**src/rtl/ripple_down_timer_pkg.sv**
```systemverilog
// ---------------------------------------------------------------------------
// ripple_pkg
// Shared definitions for the ripple down-timer: controller state encoding
// and the default counter width.
// ---------------------------------------------------------------------------
package ripple_pkg;

    localparam int WIDTH_DEFAULT = 8;

    typedef enum logic [1:0] {
        IDLE    = 2'd0,
        RUN     = 2'd1,
        EXPIRED = 2'd2
    } state_e;

endpackage

```
**src/rtl/ripple_down_timer_prescaler.sv**
```systemverilog
// ---------------------------------------------------------------------------
// ripple_prescaler
// Divides enabled cycles by DIV: tick is asserted on every DIV-th cycle in
// which en is high. The phase holds while en is low, and clr returns it to 0.
// Ports:
//   clock - rising-edge clock
//   reset - asynchronous active-low reset
//   clr   - synchronous phase clear (has priority over en)
//   en    - advance enable
//   tick  - combinational, high when en=1 and the phase is DIV-1
// ---------------------------------------------------------------------------
module ripple_prescaler #(
    parameter int DIV = 1
) (
    input  logic clock,
    input  logic reset,
    input  logic clr,
    input  logic en,
    output logic tick
);

    // A one-bit counter that never leaves 0 is kept for DIV=1, so the
    // declaration stays legal.
    localparam int            PW   = (DIV > 1) ? $clog2(DIV) : 1;
    localparam logic [PW-1:0] LAST = PW'(DIV - 1);

    logic [PW-1:0] cnt_q, cnt_d;

    assign tick = en && (cnt_q == LAST);

    always_comb begin
        cnt_d = cnt_q;
        if (clr) begin
            cnt_d = '0;
        end else if (tick) begin
            cnt_d = '0;
        end else if (en) begin
            cnt_d = cnt_q + PW'(1);
        end
    end

    always_ff @(posedge clock or negedge reset) begin
        if (!reset) begin
            cnt_q <= '0;
        end else begin
            cnt_q <= cnt_d;
        end
    end

endmodule

```
**src/rtl/ripple_down_timer.sv**
```systemverilog
// ---------------------------------------------------------------------------
// ripple_down_timer
// Loadable down-counting timer. It counts a programmed value down to zero,
// pulses done, and can auto-reload and continue. One decrement occurs per DIV
// enabled (t=1) cycles. Per-cycle priority is load > start > tick.
// Ports:
//   clock       - rising-edge clock
//   reset       - asynchronous active-low reset
//   t           - count enable (counting pauses while 0)
//   load        - strobe: capture load_val into reload register and count
//   load_val    - reload value
//   start       - strobe: begin / restart countdown
//   auto_reload - reload and keep running on expiry
//   o           - current count (registered)
//   zero        - o == 0 (combinational)
//   running     - controller is in RUN
//   done        - one-cycle registered expiry pulse
// ---------------------------------------------------------------------------
module ripple_down_timer
    import ripple_pkg::*;
#(
    parameter int WIDTH = WIDTH_DEFAULT,
    parameter int DIV   = 1
) (
    input  logic             clock,
    input  logic             reset,
    input  logic             t,
    input  logic             load,
    input  logic [WIDTH-1:0] load_val,
    input  logic             start,
    input  logic             auto_reload,
    output logic [WIDTH-1:0] o,
    output logic             zero,
    output logic             running,
    output logic             done
);

    state_e           state_q, state_d;
    logic [WIDTH-1:0] o_q, o_d;
    logic [WIDTH-1:0] reload_q, reload_d;
    logic             done_q, done_d;
    logic             tick;
    logic             pre_en;
    logic             pre_clr;

    // The prescaler only advances while running and enabled. Any load or
    // start realigns its phase, so a restart always gets a full DIV period.
    assign pre_en  = (state_q == RUN) && t;
    assign pre_clr = load || start;

    ripple_prescaler #(
        .DIV (DIV)
    ) u_prescaler (
        .clock (clock),
        .reset (reset),
        .clr   (pre_clr),
        .en    (pre_en),
        .tick  (tick)
    );

    always_comb begin
        state_d  = state_q;
        o_d      = o_q;
        reload_d = reload_q;
        done_d   = 1'b0;
        if (load) begin
            reload_d = load_val;
            o_d      = load_val;
            state_d  = IDLE;
        end else if (start) begin
            // A tick on the same edge is discarded; start fully owns the edge.
            case (state_q)
                IDLE: begin
                    if (o_q != '0) begin
                        state_d = RUN;
                    end
                end
                RUN: begin
                    o_d = reload_q;
                end
                EXPIRED: begin
                    if (reload_q != '0) begin
                        o_d     = reload_q;
                        state_d = RUN;
                    end
                end
                default: state_d = IDLE;
            endcase
        end else if (tick) begin
            if (o_q > WIDTH'(1)) begin
                o_d = o_q - WIDTH'(1);
            end else if (o_q == WIDTH'(1)) begin
                done_d = 1'b1;
                if (auto_reload && (reload_q != '0)) begin
                    o_d = reload_q;
                end else begin
                    o_d     = '0;
                    state_d = EXPIRED;
                end
            end else begin
                // Never decrement through zero.
                state_d = EXPIRED;
            end
        end
    end

    always_ff @(posedge clock or negedge reset) begin
        if (!reset) begin
            state_q  <= IDLE;
            o_q      <= '0;
            reload_q <= '0;
            done_q   <= 1'b0;
        end else begin
            state_q  <= state_d;
            o_q      <= o_d;
            reload_q <= reload_d;
            done_q   <= done_d;
        end
    end

    assign o       = o_q;
    assign zero    = (o_q == '0);
    assign running = (state_q == RUN);
    assign done    = done_q;

endmodule

```
**config.mk**
```make
export PLATFORM = sky130hd
export DESIGN_NAME = ripple_down_timer
export DESIGN_NICKNAME = d
export VERILOG_FILES = /design/src/rtl/ripple_down_timer_pkg.sv /design/src/rtl/ripple_down_timer_prescaler.sv /design/src/rtl/ripple_down_timer.sv
export SDC_FILE = /design/constraint.sdc
export NUM_CORES = 1
export LEC_CHECK = 0
export CORE_MARGIN = 2
export CORE_UTILIZATION = 51
export DETAILED_ROUTE_END_ITERATION = 6
export HOLD_SLACK_MARGIN = 0.02
export PLACE_DENSITY = 0.83
export SLEW_MARGIN = 25
export SYNTH_ARGS = -nofsm -noshare
export SYNTH_HDL_FRONTEND = slang
export SYNTH_SLANG_ARGS = --single-unit
```
**constraint.sdc**
```tcl
create_clock -name clock -period 2.4 [get_ports clock]
set_input_delay 0.24 -clock clock [delete_from_list [all_inputs] [get_ports clock]]
set_output_delay 0.24 -clock clock [all_outputs]
set_load 0.005 [all_outputs]
```
== After elaboration in Yosys (flattened, before gate mapping) ==
Index checks and enable logic that the tools add are counted.
Cells by class
  add/subtract/negate cells: 2
  magnitude comparators: 1
  equality and inequality tests: 9
  mux-type cells: 25
  bitwise operators: 1
  reduce and logical (&&, ||, !) cells: 13
Operators with widths (count)
  two-way mux 8 bit: 7
  two-way mux 2 bit: 8
  case mux 8 bit (2 select lines): 1
  nonzero test 8 bit: 2
  != test 4 bit (second input constant): 3
  equality test 8 x 1 -> 1 bit (second input constant): 1
  greater-than comparator 8 x 1 -> 1 bit (second input constant): 1
  logical NOT 8 bit: 1
  two-way mux 1 bit: 8
  subtractor 8 x 1 -> 8 bit (second input constant): 1
  != test 3 bit (second input constant): 2
  case mux 2 bit (3 select lines): 1
  AND reduction 6 bit: 1
  nonzero test 3 bit: 2
  != test 4 x 2 -> 1 bit (second input constant): 1
  AND reduction 4 bit: 1
  nonzero test 4 bit: 1
  logical AND 1 bit: 3
  equality test 2 x 1 -> 1 bit (second input constant): 1
  equality test 2 bit (second input constant): 1
  logical NOT 2 bit: 1
  adder 1 bit (second input constant): 1
  logical OR 1 bit: 1
  inverter 1 bit: 1
Storage, ports and cells
  register bits after elaboration: 20
  input port bits: 14
  output and inout port bits: 11
  logic and storage cells: 56

== Longest topological paths before layout ==
Gate-level depths: netlist of run 1.
  word-level depth: 8
  mapped depth: 7
  depth with buffers taken out: 7

== By module ==
From an unflattened synthesis of run 1, not the netlist that was laid out.
Unflattened totals
  cells, all modules: 133
  area total of the unflattened synthesis: 1313.8 sq um
Modules (own cells, without submodules)
  ripple_down_timer: instances 1, cells an instance 130, area an instance 1267.5 sq um, seq. area each 475.5 sq um
  ripple_prescaler: instances 1, cells an instance 3, area an instance 46.3 sq um, seq. area each 25.0 sq um

== Worst setup path after synthesis of run 1 ==
No wires, ideal clock.
  path type: register to register
  from: reg o_q[4], in the netlist o[4]
  to: reg o_q[2], in the netlist o[2]
  setup time: 0.125 ns
  arrival time: 1.999 ns
  required time: 2.275 ns
  path slack: 0.276 ns
  cell stages (with the launch flop): 7
  path buffers: 1
  period minus slack after synthesis: 2.124 ns
  cell sequence: dfrtp_1 or4_4 nor3_2 a32oi_1 o21bai_1 buf_4 mux2_2
On the way
  cells in the longest elaborated chain, start to end: 5
  elaborated cells on any way between the ends: 8
  those cells by class: order compare (1); eq/ne (1); mux (4); reduce/logical (2)
Ends and longest elaborated chain
  from (decl): line ripple_down_timer.sv:39  | logic [WIDTH-1:0] o_q, o_d;
  from (signal assigned): line ripple_down_timer.sv:110  | o_q <= '0;
  from (signal assigned): line ripple_down_timer.sv:115  | o_q <= o_d;
  greater-than comparator 8 x 1 -> 1 bit: line ripple_down_timer.sv:90  | if (o_q > WIDTH'(1)) begin
  two-way mux 8 bit: line ripple_down_timer.sv:90
  two-way mux 8 bit: line ripple_down_timer.sv:89  | end else if (tick) begin
  two-way mux 8 bit: line ripple_down_timer.sv:70  | end else if (start) begin
  two-way mux 8 bit: line ripple_down_timer.sv:66  | if (load) begin
Several ways; a longest one is shown, not always the timed one. The select of a mux whose other input is x is not followed.
A chain may end at the register's enable or synchronous reset.

== Worst setup path in the final report of run 1 ==
  from: reg o_q[2], in the netlist o[2]
  to: reg o_q[2], in the netlist o[2]
On the way
  cells in the longest elaborated chain, start to end: 5
  elaborated cells on any way between the ends: 9
  those cells by class: add/sub (1); order compare (1); eq/ne (1); mux (4); reduce/logical (2)
Ends and longest elaborated chain (line)
  subtractor 8 x 1 -> 8 bit / greater-than comparator 8 x 1 -> 1 bit (equally long branches): ripple_down_timer.sv:91, ripple_down_timer.sv:90
  two-way mux 8 bit: ripple_down_timer.sv:90
  two-way mux 8 bit: ripple_down_timer.sv:89
  two-way mux 8 bit: ripple_down_timer.sv:70
  two-way mux 8 bit: ripple_down_timer.sv:66
Several ways; a longest one is shown, not always the timed one. The select of a mux whose other input is x is not followed.

==> summary.txt, run 1 <==
Status
  • Status: complete, no violations

STA
  • Worst slew pin tran: about 0.52 ns
  • Unrepaired setup endpoints after global routing: no
  • Max_slew headroom: 0.652
  • Final period utilization: 0.951
  • Minimum clock period: 2.28 ns
  • Hold Vio Cnt, Final: 0
  • Worst clock skew: roughly 0.0020 ns
  • Maximum clock frequency: 0.438 GHz
  • Max-slew violation count: 0
  • Setup TNS: 0 ns
  • Setup-failing EPs final: 0

Synth
  • Post-Syn Instances: 126
  • Main flop type after synthesis: dfrtp_1
  • Leading area contributor after synthesis: dfrtp_1
  • Avg Cell Area, Syn: between 10 and 15 um2
  • Proportion of netlist area held by the largest area contributor: 0.390
  • Post-synth EDFFs: 0
  • YS warnings: 0
  • Post-synthesis cell type count: 42
  • Post-Syn Area: ~1300 um2
  • Most frequent cell after synthesis: dfrtp_1
  • Async set-reset flop share out of synthesis: 1.00
  • FF+latch count, synth: 20
  • Seq/Total Area, Yosys: 0.390
  • Mapped Nets: 146
  • Area contributors post-synth: dfrtp_1 (39%), mux2_2 (9.7%), ha_1 (5.9%)
  • Commonest cells post-synth: dfrtp_1 (20), mux2_2 (11), inv_1 (10), nand2_1 (9), nor2_1 (9)

Global routing
  • Largest net degree at the start of global routing: 21
  • Vias in the first global route: between 1000 and 1500
  • Congestion Overflow GR: 0
  • First-pass GRT wire length: between 5000 and 6000 um
  • Initial antenna violation count: 0
  • Global-route usage over all layers: 0.253

Clock tree
  • Depth of the CTS H-tree: 1
  • Max clock buf depth: 2
  • Num CTS Buffers: 3
  • Clock Pin Slew Worst Setup and Hold Paths: around 0.11 ns
  • Clock Sinks: 20
  • Number of hold buffers added after CTS: 0
  • Worst skew pair latency: around 0.30 ns
  • Root Buffer: clkbuf_4
  • TritonCTS clock tree: built

Critical path
  • Kind of critical path: reg2reg
  • R2R setup slack: 0.12 ns
  • Critical Path Source: o[2]$_DFFE_PN0P_
  • FF-to-FF path depth: 6
  • Slowest stage cell, crit path: or4_4
  • Crit path capture type: flop
  • WP data arrival: about 2.5 ns
  • Crit path launch type: flop
  • CP cell instances: or4_4, buf_4, nor4_4, mux2_4, o21ai_2, mux2_2
  • Worst R2R Start: o[2]$_DFFE_PN0P_
  • Reg2reg end: o[2]$_DFFE_PN0P_
  • Setup crit end: o[2]$_DFFE_PN0P_
  • WP data required: ~2.7 ns
  • Largest stage delay, worst path: between 0.5 and 0.6 ns
  • Worst-path maximum fanout: 6

Finish
  • Fin nets: between 150 and 200
  • Antenna cells: 0
  • Area grow syn2layout: 29.6%
  • Post-route design area: 1660 um2
  • Share of cells above drive strength 1: 0.228

Routing
  • DR WL/cell: roughly 17 um
  • DRT Pass-1 Iters: 4
  • Vias/cell: 6.04
  • Remaining DRCs: 0
  • Total wire length: 3230 um
  • Total number of vias: 1160
  • Drt initial violations: 36
  • Antenna-violating nets left: 0

Floorplan
  • Die Y: approximately 54 um
  • Die Footprint: between 2000 and 3000 um2
  • Die width: about 54 um
  • Num rows: 18
  • IO Count: 25
  • Core area: 2430 um2
  • Starting Density: 0.527

Power and ir drop
  • Pleak: 0.751 nW
  • Tot Pwr: 1.07 mW
  • Worst vdd ir: approximately 0.54 mV
  • PwrDens: 646 nW/um2

Placed design
  • Port bufs: 24
  • Post-DP Area: 1590 um2
  • Dpl hpwl: 2370 um
  • Final RePlAce weighted congestion: around 0.87

Hold path
  • Min-Delay Path Class: in2async

Job
  • Max Cap Viol: 0
state kept, by name, indices dropped and copies added, names as in the netlist:
register	flops
u_prescaler.cnt_q	1
o	8
state_q	2
done	1
reload_q	8
layout by cell type (no fill, tap or decap), types with 2 or more instances in the layout:
cell / Yosys / layout
a21oi_1: 8 / 8
a31oi_1: 2 / 2
and3_1: 2 / 2
and4_1: 2 / 2
buf_4: 1 / 12
clkbuf_4: 0 / 3
clkdlybuf4s50_1: 0 / 23
dfrtp_1: 20 / 20
ha_1: 6 / 6
inv_1: 10 / 10
mux2_2: 11 / 11
mux2i_1: 6 / 6
nand2_1: 9 / 9
nor2_1: 9 / 9
nor4_1: 2 / 2
o21ai_0: 3 / 3
o22ai_1: 2 / 2
o31ai_1: 5 / 5
or4_1: 2 / 2
xnor2_1: 2 / 2
worst max-delay path, delay by kind of cell, from the launching register on:
kind | cells | cell delay [ns]
AND/OR/NAND/NOR | 2 | 1.01
multiplexers | 2 | 0.51
flip-flops | 1 | 0.41
buffers and inverters | 1 | 0.17
AO/OA/AOI/OAI | 1 | 0.13
cells by family after synthesis:
kind of cell,synth area share
AND/OR/NAND/NOR,0.181
AO/OA/AOI/OAI,0.154
flip-flops,0.390
multiplexers,0.155
buffers and inverters,0.0468
adder cells (fa/ha/maj),0.0585
XOR/XNOR,0.0137
layout make-up:
cell class | count | area, um2
Fill cell | 190 | 771
Multi-Input combinational cell | 93 | 731
Sequential cell | 20 | 500
Timing Repair Buffer | 36 | 333
Inverter | 10 | 37.5
Tap cell | 30 | 37.5
Clock buffer | 3 | 22.5
routing by layer:
| metal | share of wire | wire (um) | up-vias | track usage |
|---|---|---|---|---|
| met5 | 0 | 0 | - | 0 |
| met4 | 0.025 | 82 | 0 | 0.108 |
| met3 | 0.054 | 175 | 12 | 0.0500 |
| met2 | 0.49 | 1590 | 50 | 0.414 |
| met1 | 0.43 | 1380 | 557 | 0.323 |
| li1 | - | - | 541 | - |
worst min-delay path by stage:
stage	end	cells past startpoint	slack, ns
finish	reload_q[6]$_DFFE_PN0P_	2	0.26
CTS	state_q[0]$_DFFE_PN0P_	2	0.26
floorplan	done$_DFF_PN0_	0	-0.06
detailed placement	u_prescaler.cnt_q$_DFFE_PN0P_	1	0.54
global route	reload_q[6]$_DFFE_PN0P_	2	0.31
global placement	u_prescaler.cnt_q$_DFFE_PN0P_	1	0.52
per-stage QoR:
stage	std cells	setup WS [ns]	util	hold slack (ns)
after CTS	190	0.0133	0.675	0.264
final	192	0.118	0.683	0.264
after detailed placement	184	0.165	0.654	0.538
after global placement	184	0.224	0.654	0.519
after floorplan	126	0.276	-	-0.0556
after global routing	192	0.0288	0.683	0.306
power by group:
group | internal (mW) | leakage (nW) | switching [mW] | total [mW]
Clock | 0.0586 | 0.0138 | 0.101 | 0.159
Combinational | 0.249 | 0.495 | 0.209 | 0.458
Sequential | 0.388 | 0.243 | 0.0683 | 0.456
Total | 0.696 | 0.751 | 0.378 | 1.07
repair_timing:
item / 4_1_cts / 5_1_grt
resized for setup: 1 / 2
pin swaps: 1 / 2
setup buffers: 3 / 2
cloned: 0 / 0
setup endpoints to repair: 1 / 2
Power figures use the tool's default switching activity.
==> inputs of run 2 (changes only) <==
- GPL_TIMING_DRIVEN: not set -> 0
- clock period: 2.4 -> 2.5 ns (I/O delays scaled with it)
==> run 2 against run 1 <==
Routed wire length down 2.2%. First-iteration DRC count is 14% higher. Worst setup slack worse by 0.049 ns. Count of clock-buffer cells in the layout rose by 1. Largest power group is now registers. Cell count down 3.1%. Clock skew is 0.0015 ns higher.
==> summary.txt, run 2 (synthesis gave the netlist of run 1 again) <==
Critical path
  • CP delay by family, top: simple AND/OR/NAND/NOR gates
  • Largest stage delay, worst path: 0.57 ns
  • Slowest stage cell, crit path: or4_4
  • Worst-path maximum fanout: 7
  • WP data required: roughly 2.3 ns
  • Worst R2R Start: o[2]$_DFFE_PN0P_
  • Crit path capture type: output pin
  • FF-to-FF path depth: 7
  • CP cell instances: or4_4, nor3_4, and2_1, clkdlybuf4s50_1
  • Reg2reg end: o[7]$_DFFE_PN0P_
  • WP data arrival: ~2.2 ns
  • WP buf/inv: 1
  • R2R setup slack: between 0.15 and 0.2 ns
  • Kind of critical path: reg2out
  • Crit path launch type: flop

Floorplan
  • Starting Density: 0.527
  • Die Y: ~54 um
  • Num rows: 18
  • Die width: 54.1 um
  • Core area: 2430 um2
  • Die Footprint: 2930 um2
  • IO Count: 25

Power and ir drop
  • PwrDens: ~640 nW/um2
  • Clock power share: 0.185
  • Flop pwr share: 0.429
  • Comb pwr share: 0.386
  • P_sw: ~360 uW
  • Switch share: 0.345
  • Pint: roughly 680 uW
  • Pleak: 0.702 nW
  • Worst vdd ir: around 0.38 mV

Finish
  • Share of cells above drive strength 1: 0.192
  • Fin nets: 177
  • Final std cells w/o fill: between 150 and 200
  • Most frequent cells in the layout: clkdlybuf4s50_1 (24), dfrtp_1 (19), mux2_2 (11)
  • Antenna cells: 0
  • Commonest non-fill, non-tap cell in the layout: clkdlybuf4s50_1
  • Fillers: just over 200
  • Fin util: 0.666
  • Area grow syn2layout: 26.2%

Clock tree
  • Depth of the CTS H-tree: 1
  • Clock Pin Slew Worst Setup and Hold Paths: approximately 0.11 ns
  • TritonCTS clock tree: built
  • Max clock buf depth: 2
  • Clock Sinks: 20
  • Worst skew pair latency: 0.31 ns
  • Root Buffer: clkbuf_4
  • Num CTS Buffers: 3

Global routing
  • Initial antenna violation count: 0
  • Vias in the first global route: between 1000 and 1500
  • Congestion Overflow GR: 0
  • First-pass GRT wire length: roughly 5000 um
  • Global-route usage over all layers: 0.252
  • Largest net degree at the start of global routing: 21

STA
  • Worst slew pin tran: 0.934 ns
  • Worst clock skew: roughly 0.0035 ns
  • Unrepaired setup endpoints after global routing: no
  • Setup TNS: 0 ns
  • Maximum clock frequency: 0.411 GHz
  • Final period utilization: 0.973
  • Worst hold slack: 0.450 ns
  • Max-slew violation count: 0
  • Max_slew headroom: 0.376
  • Hold Vio Cnt, Final: 0
  • Setup-failing EPs final: 0
  • Minimum clock period: around 2.4 ns

Job
  • Max Cap Viol: 0

Routing
  • DR WL/cell: roughly 17 um
  • Remaining DRCs: 0
  • Total number of vias: approximately 1100
  • Total wire length: roughly 3200 um
  • Vias/cell: 6.17
  • DRT Pass-1 Iters: 4
  • Antenna-violating nets left: 0
  • Drt initial violations: 41

Placed design
  • Dpl hpwl: approximately 2300 um
  • Final RePlAce weighted congestion: 0.898
  • Port bufs: 24
  • Inst Count DP: between 150 and 200

Status
  • Status: complete, no violations

Hold path
  • Min-Delay Path Class: in2async
## run 2: cell types whose count changed in the layout (fill, tap and decap cells not counted)
cell,before,now
clkbuf_8,0,1
dfrtp_1,20,19
and2_1,0,1
buf_6,0,1
buf_1,0,1
buf_4,12,3
dfrtp_2,0,1
dlymetal6s2s_1,1,0
and2_4,1,0
clkdlybuf4s50_1,23,24
## run 2: layer usage
metal	routed length [um]	GRT usage	vias to the layer above
met5	0	0	-
met4	79	0.129	0
met3	176	0.0444	7
met2	1620	0.414	44
met1	1280	0.313	569
li1	-	-	528
## run 2: worst max path at each step
stage / from / slack (ns) / to / cells past startpoint
after floorplan: o[4]$_DFFE_PN0P_ / 0.38 / o[2]$_DFFE_PN0P_ / 6
after global placement: o[4]$_DFFE_PN0P_ / 0.22 / o[7]$_DFFE_PN0P_ / 6
after detailed placement: o[4]$_DFFE_PN0P_ / 0.20 / o[7]$_DFFE_PN0P_ / 6
after CTS: o[4]$_DFFE_PN0P_ / 0.05 / zero / 4
after global routing: o[2]$_DFFE_PN0P_ / 0.01 / zero / 4
final: o[2]$_DFFE_PN0P_ / 0.07 / zero / 4
## run 2: metrics by stage
| step | total power [mW] | instance area [um2] | setup WS (ns) |
|---|---|---|---|
| floorplan | 0.668 | 1280 | 0.376 |
| global placement | 0.816 | 1560 | 0.219 |
| detailed placement | 0.835 | 1560 | 0.200 |
| CTS | 1.03 | 1610 | 0.0511 |
| global route | 1.11 | 1620 | 0.0132 |
| finish | 1.04 | 1620 | 0.0683 |
## run 2: layout make-up
type | instances | area [um2] | share of cell area
plain buffers | 3 | 22.5 | 0.0139
clock buffers | 4 | 36.3 | 0.0224
inverters | 10 | 37.5 | 0.0232
multi-input cells | 93 | 728 | 0.450
flip-flops and latches | 20 | 502 | 0.310
well taps | 30 | 37.5 | 0.0232
repair buffers | 26 | 255 | 0.158
## run 2: power by group through the flow
stage	sequential, mW	combinational [mW]	clock, mW
after CTS	0.448	0.390	0.198
after global routing	0.454	0.443	0.211
final	0.447	0.402	0.192
after global placement	0.447	0.369	0
after floorplan	0.438	0.229	0
after detailed placement	0.451	0.384	0
## run 2: timing repair
| action | 4_1_cts | 5_1_grt |
|---|---|---|
| resized for setup | 1 | 1 |
| endpoints found under the hold margin | 0 | 0 |
| hold buffers | 0 | 0 |
| setup endpoints to repair | 1 | 1 |
| pin swaps | 1 | 1 |
| setup buffers | 1 | 1 |
## run 2: worst reg2reg max path, cell delays in order, from the launching register on
cell and delay (ns):
dfrtp_1 0.47, or4_4 0.57, nor3_4 0.19, buf_4 0.16
a32oi_1 0.10, o21bai_1 0.15, buf_4 0.21, mux2_2 0.35
==> inputs of run 3 (changes only) <==
- CORE_MARGIN: 2 -> 4
- CORE_UTILIZATION: 51 -> 60
- DONT_BUFFER_PORTS: not set -> 1
- PLACE_DENSITY: 0.83 -> 0.8
- clock period: 2.5 -> 2.6 ns (I/O delays scaled with it)
==> run 3 against run 2 <==
Combinational power is 32% lower. Flip-flop and latch count stayed put. Sequential power is 2% lower. Critical endpoint is now o[7]$_DFFE_PN0P_. First-iteration DRC count is 51% lower.
==> summary.txt, run 3 (synthesis gave the netlist of run 1 again) <==
Clock tree
  • Root Buffer: clkbuf_4
  • Worst skew pair latency: around 0.3 ns
  • Number of hold buffers added after CTS: 1
  • Num CTS Buffers: 3
  • Depth of the CTS H-tree: 1
  • Max clock buf depth: 2
  • TritonCTS clock tree: built
  • CTS-repair resized insts: 0
  • Post-CTS Setup Inserts: 0
  • Clock Pin Slew Worst Setup and Hold Paths: approximately 0.12 ns
  • Clock Sinks: 20

Power and ir drop
  • Flop pwr share: 0.487
  • P_sw: 321 uW
  • Pint: approximately 570 uW
  • Clock power share: 0.208
  • PwrDens: 657 nW/um2
  • Pleak: between 0.6 and 0.7 nW
  • Comb pwr share: 0.305
  • Worst vdd ir: 0.399 mV
  • Switch share: 0.359
  • Tot Pwr: about 900 uW

Global routing
  • Met2 track demand over resource: 0.355
  • Congestion Overflow GR: 0
  • Gr busiest metal: met2
  • Met3 Use GR: 0.0490
  • Met1 usage: 0.274
  • Largest net degree at the start of global routing: 21
  • Global-route usage over all layers: 0.219
  • First-pass GRT wire length: roughly 4600 um
  • Initial antenna violation count: 0
  • Vias in the first global route: a little over 1000

Job
  • Max Cap Viol: 0

STA
  • Maximum clock frequency: ~0.42 GHz
  • Max_slew headroom: 0.389
  • Final period utilization: 0.915
  • Setup TNS: 0 ns
  • Worst slew pin tran: roughly 0.9 ns
  • Minimum clock period: roughly 2.4 ns
  • Worst hold slack: between 0.1 and 0.15 ns
  • Setup-failing EPs final: 0
  • Max-slew violation count: 0
  • Hold Vio Cnt, Final: 0
  • Unrepaired setup endpoints after global routing: no
  • Worst clock skew: between 0.0004 and 0.0005 ns

Critical path
  • FF-to-FF path depth: 6
  • Crit path capture type: flop
  • Crit path launch type: flop
  • WP data required: 2.80 ns
  • Kind of critical path: reg2reg
  • WP data arrival: ~2.6 ns
  • Worst-path maximum fanout: 8
  • R2R setup slack: roughly 0.22 ns

Status
  • Status: complete, no violations

Floorplan
  • Core area: approximately 2000 um2
  • Num rows: 16
  • Die width: ~54 um
  • Die Y: roughly 54 um
  • IO Count: 25
  • Die Footprint: around 3000 um2
  • Starting Density: 0.641

Finish
  • Antenna cells: 0
  • Post-route design area: approximately 1400 um2
  • Most frequent cells in the layout: dfrtp_1 (20), mux2_2 (11), inv_1 (10)
  • Fin nets: between 150 and 200
  • Commonest non-fill, non-tap cell in the layout: dfrtp_1
  • Area grow syn2layout: 6.24%
  • Share of cells above drive strength 1: 0.206

Routing
  • Vias/cell: about 6.4
  • Antenna-violating nets left: 0
  • Total number of vias: 1016
  • Drt initial violations: 20
  • Remaining DRCs: 0
  • DR WL/cell: approximately 18 um
  • Total wire length: between 2000 and 3000 um
  • DRT Pass-1 Iters: 4

Hold path
  • Worst hold stages: 1
  • Min-Delay Path Class: in2reg

Placed design
  • Post-DP Area: around 1300 um2
  • Port bufs: 0
  • Final RePlAce weighted congestion: a little under 0.9
  • Dpl hpwl: approximately 2100 um
run 3: cell types whose count changed in the layout (fill, tap and decap cells not counted), sizes merged:
cell and change:
buf -2, clkdlybuf4s50 -24, dlygate4sd3 +1
run 3: through the flow:
stage,worst slack (ns),util,std cells
after floorplan,0.476,-,126
after global placement,0.300,0.658,153
after detailed placement,0.251,0.658,153
after CTS,0.233,0.681,158
after global routing,0.0800,0.681,158
final,0.222,0.681,158
run 3: power groups by stage:
stage	Clock, mW	Combinational, mW	Sequential (mW)
global placement	0	0.252	0.440
global route	0.200	0.303	0.449
finish	0.186	0.273	0.437
CTS	0.191	0.274	0.436
floorplan	0	0.220	0.422
detailed placement	0	0.264	0.443
run 3: layer usage:
metal | up-vias | wire length [um]
met1 | 506 | 1270
met2 | 31 | 1400
met3 | 2 | 203
met5 | - | 0
li1 | 477 | -
met4 | 0 | 10
run 3: final cells by class:
cell class | instances | area [um2]
fill | 155 | 639
clock buffer | 4 | 36.3
tap | 27 | 33.8
inverter | 10 | 37.5
sequential | 20 | 500
multi-input combinational | 93 | 722
buffer | 3 | 22.5
timing repair buffer | 1 | 10.0
run 3: final timing paths:
path,from,endpoint
setup / recovery,o[4]$_DFFE_PN0P_,o[7]$_DFFE_PN0P_
min in group asynchronous,reset,u_prescaler.cnt_q$_DFFE_PN0P_
hold / removal,load_val[0],reload_q[0]$_DFFE_PN0P_
setup reg to reg,o[4]$_DFFE_PN0P_,o[7]$_DFFE_PN0P_
max in group asynchronous,reset,o[3]$_DFFE_PN0P_
hold reg to reg,u_prescaler.cnt_q$_DFFE_PN0P_,u_prescaler.cnt_q$_DFFE_PN0P_
run 3: critical path, cell delays in order, from the launching register on:
cell and delay [ns]:
dfrtp_1 0.47, or4_4 0.59, nor3_2 0.33, a32oi_1 0.17, o21bai_1 0.15, buf_4 0.22, mux2_2 0.35
